## config.mk

```make
export PLATFORM = sky130hd
export DESIGN_NAME = ddr_rd_arbiter
export DESIGN_NICKNAME = d
export VERILOG_FILES = /design/src/rtl/ddr_rd_arbiter.sv
export SDC_FILE = /design/constraint.sdc
export NUM_CORES = 1
export LEC_CHECK = 0
export BUFFER_PORTS_ARGS = -buffer_cell sky130_fd_sc_hd__buf_2
export CAP_MARGIN = 20
export CORE_ASPECT_RATIO = 1.75
export CORE_MARGIN = 2
export CORE_UTILIZATION = 42
export CTS_CLUSTER_DIAMETER = 150
export CTS_CLUSTER_SIZE = 16
export DETAILED_ROUTE_END_ITERATION = 16
export PLACE_DENSITY = 0.91
export SKIP_CTS_REPAIR_TIMING = 1
export SYNTH_ARGS = -nofsm -noshare
export SYNTH_HDL_FRONTEND = slang
export SYNTH_SLANG_ARGS = --single-unit
```

## constraint.sdc

```tcl
create_clock -name i_clk -period 3.6 [get_ports i_clk]
set_input_delay 0 -clock i_clk [delete_from_list [all_inputs] [get_ports i_clk]]
set_output_delay 0 -clock i_clk [all_outputs]
set_load 0.05 [all_outputs]
```

## src/rtl/ddr_rd_arbiter.sv

```systemverilog
// Round-robin arbiter sharing one DDR read port and read FIFO between the
// distance-coefficient (0) and RSSI-table (1) lookups, with a per-read timeout.
module ddr_rd_arbiter #(
  parameter int DDR_AW      = 27,
  parameter int DDR_DW      = 64,
  parameter int BURST_LEN   = 4,
  parameter int TIMEOUT_CYC = 1000
) (
  input  logic              i_clk,
  input  logic              i_rst,
  input  logic              i_req0,
  input  logic [DDR_AW-1:0] i_addr0,
  input  logic              i_req1,
  input  logic [DDR_AW-1:0] i_addr1,
  output logic              o_grant0,
  output logic              o_grant1,
  output logic              o_rvalid0,
  output logic              o_rvalid1,
  output logic [DDR_DW-1:0] o_rdata,
  output logic              o_done0,
  output logic              o_done1,
  output logic              o_timeout,
  output logic              o_ddr_rden,
  output logic [DDR_AW-1:0] o_rdddr_addr_base,
  output logic              o_fifo_rden,
  input  logic [DDR_DW-1:0] i_fifo_rddata,
  input  logic              i_fifo_empty
);

  typedef enum logic [2:0] {
    S_IDLE,
    S_ISSUE,
    S_READ,
    S_DRAIN,
    S_DONE
  } state_t;

  localparam logic [3:0]  BURST_N = 4'(BURST_LEN);
  localparam logic [15:0] TO_LAST = 16'(TIMEOUT_CYC - 1);

  state_t            state_q, state_d;
  logic              grant0_q, grant0_d;
  logic              grant1_q, grant1_d;
  logic              last_q, last_d;
  logic              abort_q, abort_d;
  logic              rvalid_q, rvalid_d;
  logic [3:0]        issued_q, issued_d;
  logic [3:0]        recv_q, recv_d;
  logic [15:0]       to_q, to_d;
  logic [DDR_AW-1:0] addr_q, addr_d;
  logic              pop;

  // Pops are gated by FIFO emptiness so an empty FIFO is never read.
  assign pop = (state_q == S_READ) && !i_fifo_empty && (issued_q < BURST_N);

  always_comb begin
    state_d  = state_q;
    grant0_d = grant0_q;
    grant1_d = grant1_q;
    last_d   = last_q;
    abort_d  = abort_q;
    issued_d = issued_q;
    recv_d   = rvalid_q ? recv_q + 4'd1 : recv_q;
    to_d     = to_q;
    addr_d   = addr_q;
    rvalid_d = pop;

    case (state_q)
      S_IDLE: begin
        // On a tie the requester not served last wins.
        if (i_req0 && (!i_req1 || last_q)) begin
          grant0_d = 1'b1;
          addr_d   = i_addr0;
          state_d  = S_ISSUE;
        end else if (i_req1) begin
          grant1_d = 1'b1;
          addr_d   = i_addr1;
          state_d  = S_ISSUE;
        end
      end
      S_ISSUE: begin
        issued_d = 4'd0;
        recv_d   = 4'd0;
        to_d     = 16'd0;
        state_d  = S_READ;
      end
      S_READ: begin
        if (pop) begin
          issued_d = issued_q + 4'd1;
          to_d     = 16'd0;
          if (issued_q == BURST_N - 4'd1) begin
            state_d = S_DRAIN;
          end
        end else if (to_q == TO_LAST) begin
          abort_d = 1'b1;
          state_d = S_DRAIN;
        end else begin
          to_d = to_q + 16'd1;
        end
      end
      S_DRAIN: begin
        state_d = S_DONE;
      end
      S_DONE: begin
        grant0_d = 1'b0;
        grant1_d = 1'b0;
        last_d   = grant1_q;
        abort_d  = 1'b0;
        state_d  = S_IDLE;
      end
      default: begin
        state_d  = S_IDLE;
        grant0_d = 1'b0;
        grant1_d = 1'b0;
      end
    endcase
  end

  always_ff @(posedge i_clk) begin
    if (i_rst) begin
      state_q  <= S_IDLE;
      grant0_q <= 1'b0;
      grant1_q <= 1'b0;
      last_q   <= 1'b1;
      abort_q  <= 1'b0;
      rvalid_q <= 1'b0;
      issued_q <= 4'd0;
      recv_q   <= 4'd0;
      to_q     <= 16'd0;
    end else begin
      state_q  <= state_d;
      grant0_q <= grant0_d;
      grant1_q <= grant1_d;
      last_q   <= last_d;
      abort_q  <= abort_d;
      rvalid_q <= rvalid_d;
      issued_q <= issued_d;
      recv_q   <= recv_d;
      to_q     <= to_d;
    end
  end

  // Address is datapath only; outputs that expose it are masked by state.
  always_ff @(posedge i_clk) begin
    addr_q <= addr_d;
  end

  assign o_grant0          = grant0_q;
  assign o_grant1          = grant1_q;
  assign o_rvalid0         = rvalid_q & grant0_q;
  assign o_rvalid1         = rvalid_q & grant1_q;
  assign o_rdata           = rvalid_q ? i_fifo_rddata : '0;
  assign o_done0           = (state_q == S_DONE) & grant0_q;
  assign o_done1           = (state_q == S_DONE) & grant1_q;
  assign o_timeout         = (state_q == S_DONE) & abort_q;
  assign o_ddr_rden        = (state_q == S_ISSUE);
  assign o_rdddr_addr_base = (state_q != S_IDLE) ? addr_q : '0;
  assign o_fifo_rden       = pop;

endmodule

```

# [Word level (Yosys, flattened, before mapping)]
# Index checks and enable logic that the tools add are counted.
[totals] reg_bits=55 latchBits=0 ram_bits=0 rom_bits=0 inputBits=123 out_inout_bits=100 word_cells=76 mem_count=0
[classes] addsub=2 multipliers=0 div_mod_pow=0 order_cmp=1 eq_ne=16 shift=0 n_mux=23 n_bitwise=6 reduce_logical=19
[ops] op="2-to-1 mux 27 bit" n=3
[ops] op="2-to-1 mux 64 bit" n=1
[ops] op="2-to-1 mux 16 bit" n=2
[ops] op="case mux 16 bit (2 select lines)" n=1
[ops] op="adder 16 x 1 -> 16 bit (second input constant)" n=1
[ops] op="equality test 16 x 10 -> 1 bit (second input constant)" n=1
[ops] op="2-to-1 mux 3 bit" n=5
[ops] op="case mux 3 bit (4 select lines)" n=1
[ops] op="inequality test 2 bit (second input constant)" n=5
[ops] op="AND reduction 3 bit" n=3
[ops] op="case mux 4 bit (2 select lines)" n=1
[ops] op="AND reduction 2 bit" n=4
[ops] op="equality test 3 x 2 -> 1 bit (second input constant)" n=2
[ops] op="inequality test 3 x 2 -> 1 bit (second input constant)" n=2
[ops] op="inequality test 3 bit (second input constant)" n=2
[ops] op="case mux 1 bit (2 select lines)" n=3
[ops] op="nonzero test 2 bit" n=3
[ops] op="bitwise AND 1 bit" n=5
[ops] op="2-to-1 mux 1 bit" n=5
[ops] op="adder 4 x 1 -> 4 bit (second input constant)" n=1
[ops] op="equality test 4 x 2 -> 1 bit (second input constant)" n=1
[ops] op="< comparator 4 x 3 -> 1 bit (second input constant)" n=1
[ops] op="2-to-1 mux 4 bit" n=1
[ops] op="equality test 3 x 1 -> 1 bit (second input constant)" n=1
[ops] op="other kinds (9)" n=12

# [Logic depth before layout (Yosys ltp)]
[depth] word_depth=5 mapped_depth=6 mapped_depth_nobuf=5

# [Worst setup path before layout]
# No wires, ideal clock.
[synth_timing] kind="register to register" from="register state_q[0]" to="register addr_q[0], enable pin" setup_ps=385 t_arrival_ps=2159 required_time_ps=3215 setup_slack_ps=1056 stages_incl_launch_ff=5 n_path_buf=2 period_less_slack_ps=2544 cell_sequence="dfxtp_1 clkbuf_1 nor3_1 clkbuf_1 o21a_1"
[synth_via] elab_chain_cells=2
[synth_rtl] item="start: declaration" line="41" text="state_t state_q, state_d;"
[synth_rtl] item="start signal: assignment" line="131" text="state_q <= state_d;"
[synth_rtl] item="zero test 3 bit" line="68" text="case (state_q)"
[synth_rtl] item="AND reduction 2 bit (no line)"
[synth_rtl] item="end signal: assignment" line="145" text="addr_q <= addr_d;"
[synth_rtl] item="end: declaration" line="50" text="logic [DDR_AW-1:0] addr_q, addr_d;"
# Every way passes these cells.
# A chain may end at the register's enable or synchronous reset.

# [Worst setup path after layout]
[layout_timing] from="register state_q[2]" to="register to_q[12]"
[layout_via] elab_chain_cells=5 word_cells_on_any_way=9 cone_classes="eq/ne: 3; mux: 2; reduce/logical: 4"
[layout_rtl] item="equality test 3 x 2 -> 1 bit" line="54, 68"
[layout_rtl] item="logical AND 1 bit (2 in a row)" line="54" text="assign pop = (state_q == S_READ) && !i_fifo_empty && (issued_q < BURST_N);"
[layout_rtl] item="2-to-1 mux 16 bit / inequality test 3 bit (equally long branches)"
[layout_rtl] item="case mux 16 bit (2 select lines) / AND reduction 2 bit (equally long branches)"
[layout_rtl] item="end signal: assignment" line="139" text="to_q <= to_d;"
[layout_rtl] item="end: declaration" line="49" text="logic [15:0] to_q, to_d;"
# Several ways; a longest one is shown, not always the timed one.

==> results.yml <==
global_route:
  groute.usage.overall_pct: 22.3
  grt_pass1_wl_um: 15200
  number_of_antenna_violations_at_the_first_check_in_global_routing: 0
  grt_max_degree: 47
  grt_pass1_vias: 3273
  grt_overflow: 0
layout:
  final_core_utilization_pct: 62.4
  antenna_cells_inserted: 0
  finalNonFillerCells: 631
  post-route-cell-area_um2: 4520
  finish.net_count: 669
  share_of_layout_cells_above_drive_strength_1_pct: 49.0
  filler_cell_count: 610
  area.growth.synth_to_final_pct: 42.7
clocking:
  clockRootBuffer: "sky130_fd_sc_hd__clkbuf_16"
  max-clock-path-buffers: 2
  cts_tree: "done"
  tritoncts_num_sinks: 55
  cts_buffers: 5
  cts.clk_slew.worst_paths_ps: 70
  clk-insertion-delay-late_ps: 290
  ctsHtreeMaxLevel: 2
worst_setup_path:
  timing.critical_path.depth: 4
  worstPathCellList: "or4b_4 > nor2_1 > nand3_1 > o311ai_0"
  required_ps: 3770
  timing.reg2reg.worst_path_depth: 4
  critical-path-slowest-cell: "sky130_fd_sc_hd__nor2_1"
  timing_worst_setup_path_type: "flip-flop to flip-flop"
  crit_arrival_ps: 2630
  timing.critical_path.slowest_cell_delay_ps: 680
  path_delay_family: "simple AND/OR/NAND/NOR gates"
  cp-end-kind: "flip-flop"
  crit_path_max_fanout: 19
  cp_startpoint_kind: "flip-flop"
  crit_buf_inv: 0
timing:
  highest_clock_rate_ghz: 0.407
  finalMaxSlewViolations: 0
  setup_total_negative_slack_ps: 0
  worst_pin_slew_ps: 871
  slew-limit-headroom_pct: 41.7
  final-hold-violation-count: 0
  clock-skew-final_ps: 4.80
  setup_ws_ps: 1140
  finalCritPeriodShare_pct: 68.3
  grt_setup_unrepaired: "false"
  worst_hold_slack_ps: 4.83
  setup_violations: 0
  post-route-min-period_ps: 2460
floorplan:
  die_h_um: 119
  start_util_pct: 43.7
  area_enclosed_by_the_die_boundary_um2: 8270
  die-width_um: 69.6
  core_um2: 7230
  num_io_pins: 223
  num_rows: 41
route:
  detailedRoute.firstPassIterationCount: 4
  route.final.wire_length_um: 9540
  number_of_nets_with_antenna_violations_after_detailed_routing: 0
  drt-wirelength-per-cell_um: 15.1
  drt-initial-drc-count: 179
  route.detailed.vias_per_inst: 5.13
  via_count: 3237
  drt_drc: 0
synthesis:
  yosys_register_bits: 55
  synth_mux_area_share_pct: 10.3
  synth_top_family_by_area: "simple AND/OR/NAND/NOR gates"
  synth.cell_area_um2: 3160
  yosys.area_share.xor_xnor_pct: 0.277
  synth-compound-area-share_pct: 8.82
  synth.yosys.warnings: 0
  synthesis.area_per_instance_um2: 9.53
  synth-seq-area-share_pct: 43.3
  post_synth_num_cell_types: 46
  synth_async_sr_flop_share_pct: 0
  postSynthCellCount: 332
  yosys.area_share.adder_pct: 0.791
  syn_nets: 457
  synth_enable_flop_cells: 27
  synth_flop_cell: "sky130_fd_sc_hd__dfxtp_1"
  synthSimpleGateAreaFrac_pct: 32.5
min_path:
  hold_class: "input pin to flip-flop"
  min_delay_path_depth: 2
placement:
  dp.final_hpwl_um: 7710
  port_buffers: 222
  dp_cells: 620
  postPlaceCellArea_um2: 4310
  place_congestion: 0.886
  placement.setup.worst_slack_ps: 1170
run:
  max-cap-violations: 0
pwr:
  pwr_density_cell_nw_per_um2: 482
  power_mw: 2.18
  worst_supply_voltage_drop_on_vdd_uv: 409
  power.leakage_nw: 2.24
outcome:
  outcome: "finished, final reports clean"
[layout make-up]
cell class | instances | area (um^2) | area share, %
clock buffer | 5 | 125 | 2.77
clock inverter | 3 | 43.8 | 0.970
inverter | 7 | 26.3 | 0.582
multi-input combinational | 247 | 1670 | 37.1
sequential | 55 | 1370 | 30.4
tap | 86 | 108 | 2.38
timing repair buffer | 228 | 1170 | 25.9
[cell usage in the layout (no fill, tap or decap), types with 2 or more instances in the layout]
cell and instances:
sky130_fd_sc_hd__a22o_1 3, sky130_fd_sc_hd__inv_1 7, sky130_fd_sc_hd__ha_1 2, sky130_fd_sc_hd__and2_1 66, sky130_fd_sc_hd__o21ai_0 6, sky130_fd_sc_hd__nand3_1 10
sky130_fd_sc_hd__o211ai_1 4, sky130_fd_sc_hd__mux2_2 28, sky130_fd_sc_hd__a21oi_1 10, sky130_fd_sc_hd__nor3b_1 3, sky130_fd_sc_hd__edfxtp_1 27, sky130_fd_sc_hd__nor2b_1 29
sky130_fd_sc_hd__nor4_1 3, sky130_fd_sc_hd__or4_1 3, sky130_fd_sc_hd__or3_1 4, sky130_fd_sc_hd__buf_4 3, sky130_fd_sc_hd__nor3_1 11, sky130_fd_sc_hd__nand2_1 15
sky130_fd_sc_hd__dlygate4sd3_1 2, sky130_fd_sc_hd__dfxtp_1 28, sky130_fd_sc_hd__o22ai_1 2, sky130_fd_sc_hd__and3_1 6, sky130_fd_sc_hd__a311oi_1 2, sky130_fd_sc_hd__clkbuf_16 5
sky130_fd_sc_hd__nor2_1 10, sky130_fd_sc_hd__nand4_1 6, sky130_fd_sc_hd__buf_2 222, sky130_fd_sc_hd__o21a_1 2
[synth_stat cells (3+ instances only)]
cell	instances	area share, %
sky130_fd_sc_hd__edfxtp_1	27	26
sky130_fd_sc_hd__nand4_1	6	1.2
sky130_fd_sc_hd__nor2_1	10	1.2
sky130_fd_sc_hd__o21ai_0	7	1.1
sky130_fd_sc_hd__and2_1	66	13
sky130_fd_sc_hd__nor4_1	3	0.59
sky130_fd_sc_hd__a21oi_1	10	1.6
sky130_fd_sc_hd__nand2_1	15	1.8
sky130_fd_sc_hd__mux2_2	28	10
sky130_fd_sc_hd__nor3_1	12	1.9
sky130_fd_sc_hd__inv_1	7	0.83
sky130_fd_sc_hd__or3_1	4	0.79
sky130_fd_sc_hd__nand3_1	10	1.6
sky130_fd_sc_hd__o211ai_1	4	0.95
sky130_fd_sc_hd__or4_1	3	0.71
sky130_fd_sc_hd__and3_1	6	1.2
sky130_fd_sc_hd__nor3b_1	3	0.71
sky130_fd_sc_hd__a22o_1	3	0.83
sky130_fd_sc_hd__nor2b_1	29	5.7
sky130_fd_sc_hd__dfxtp_1	28	18
sky130_fd_sc_hd__clkbuf_1	21	2.5
[routing by layer]
| metal | vias to the layer above | global-route usage (%) | share of wire (%) |
|---|---|---|---|
| li1 | 1594 | - | - |
| met1 | 1474 | 25.6 | 38 |
| met2 | 145 | 40.3 | 53 |
| met5 | - | 0 | 0 |
| met4 | 0 | 7.09 | 2.5 |
| met3 | 24 | 5.41 | 5.9 |
[worst paths after layout]
check | startpoint | end | slack, ps
setup / recovery | state_q[2] | to_q[12] | 1140
hold / removal | i_addr0[9] | addr_q[9] | 5
setup reg to reg | state_q[2] | to_q[12] | 1140
hold reg to reg | issued_q[3] | issued_q[3] | 480
[state kept, by name, summed over array words and instances, names as in the netlist]
| signal | flops |
|---|---|
| addr_q | 27 |
| to_q | 16 |
| issued_q | 4 |
| state_q | 3 |
| abort_q | 1 |
| last_q | 1 |
| o_grant0 | 1 |
| o_grant1 | 1 |
| rvalid_q | 1 |
[kinds of logic (layout without fill, tap and decap cells)]
kind of cell	after synthesis	after routing
and+or+nand+nor	174	174
DFF	55	55
buffers and inverters	30	243
xor gates and xnor gates	1	1
adders and majority gates	2	2
AOI/OAI and AO/OA	41	41
muxes	29	29
[where the power goes]
| group | internal (mW) | total [mW] | leakage, nW | switching, mW |
|---|---|---|---|---|
| registers | 0.750 | 0.789 | 0.489 | 0.0388 |
| logic | 0.234 | 0.837 | 1.67 | 0.603 |
| clock network | 0.328 | 0.551 | 0.0838 | 0.222 |
| total | 1.31 | 2.18 | 2.24 | 0.865 |
Power figures use the tool's default switching activity.
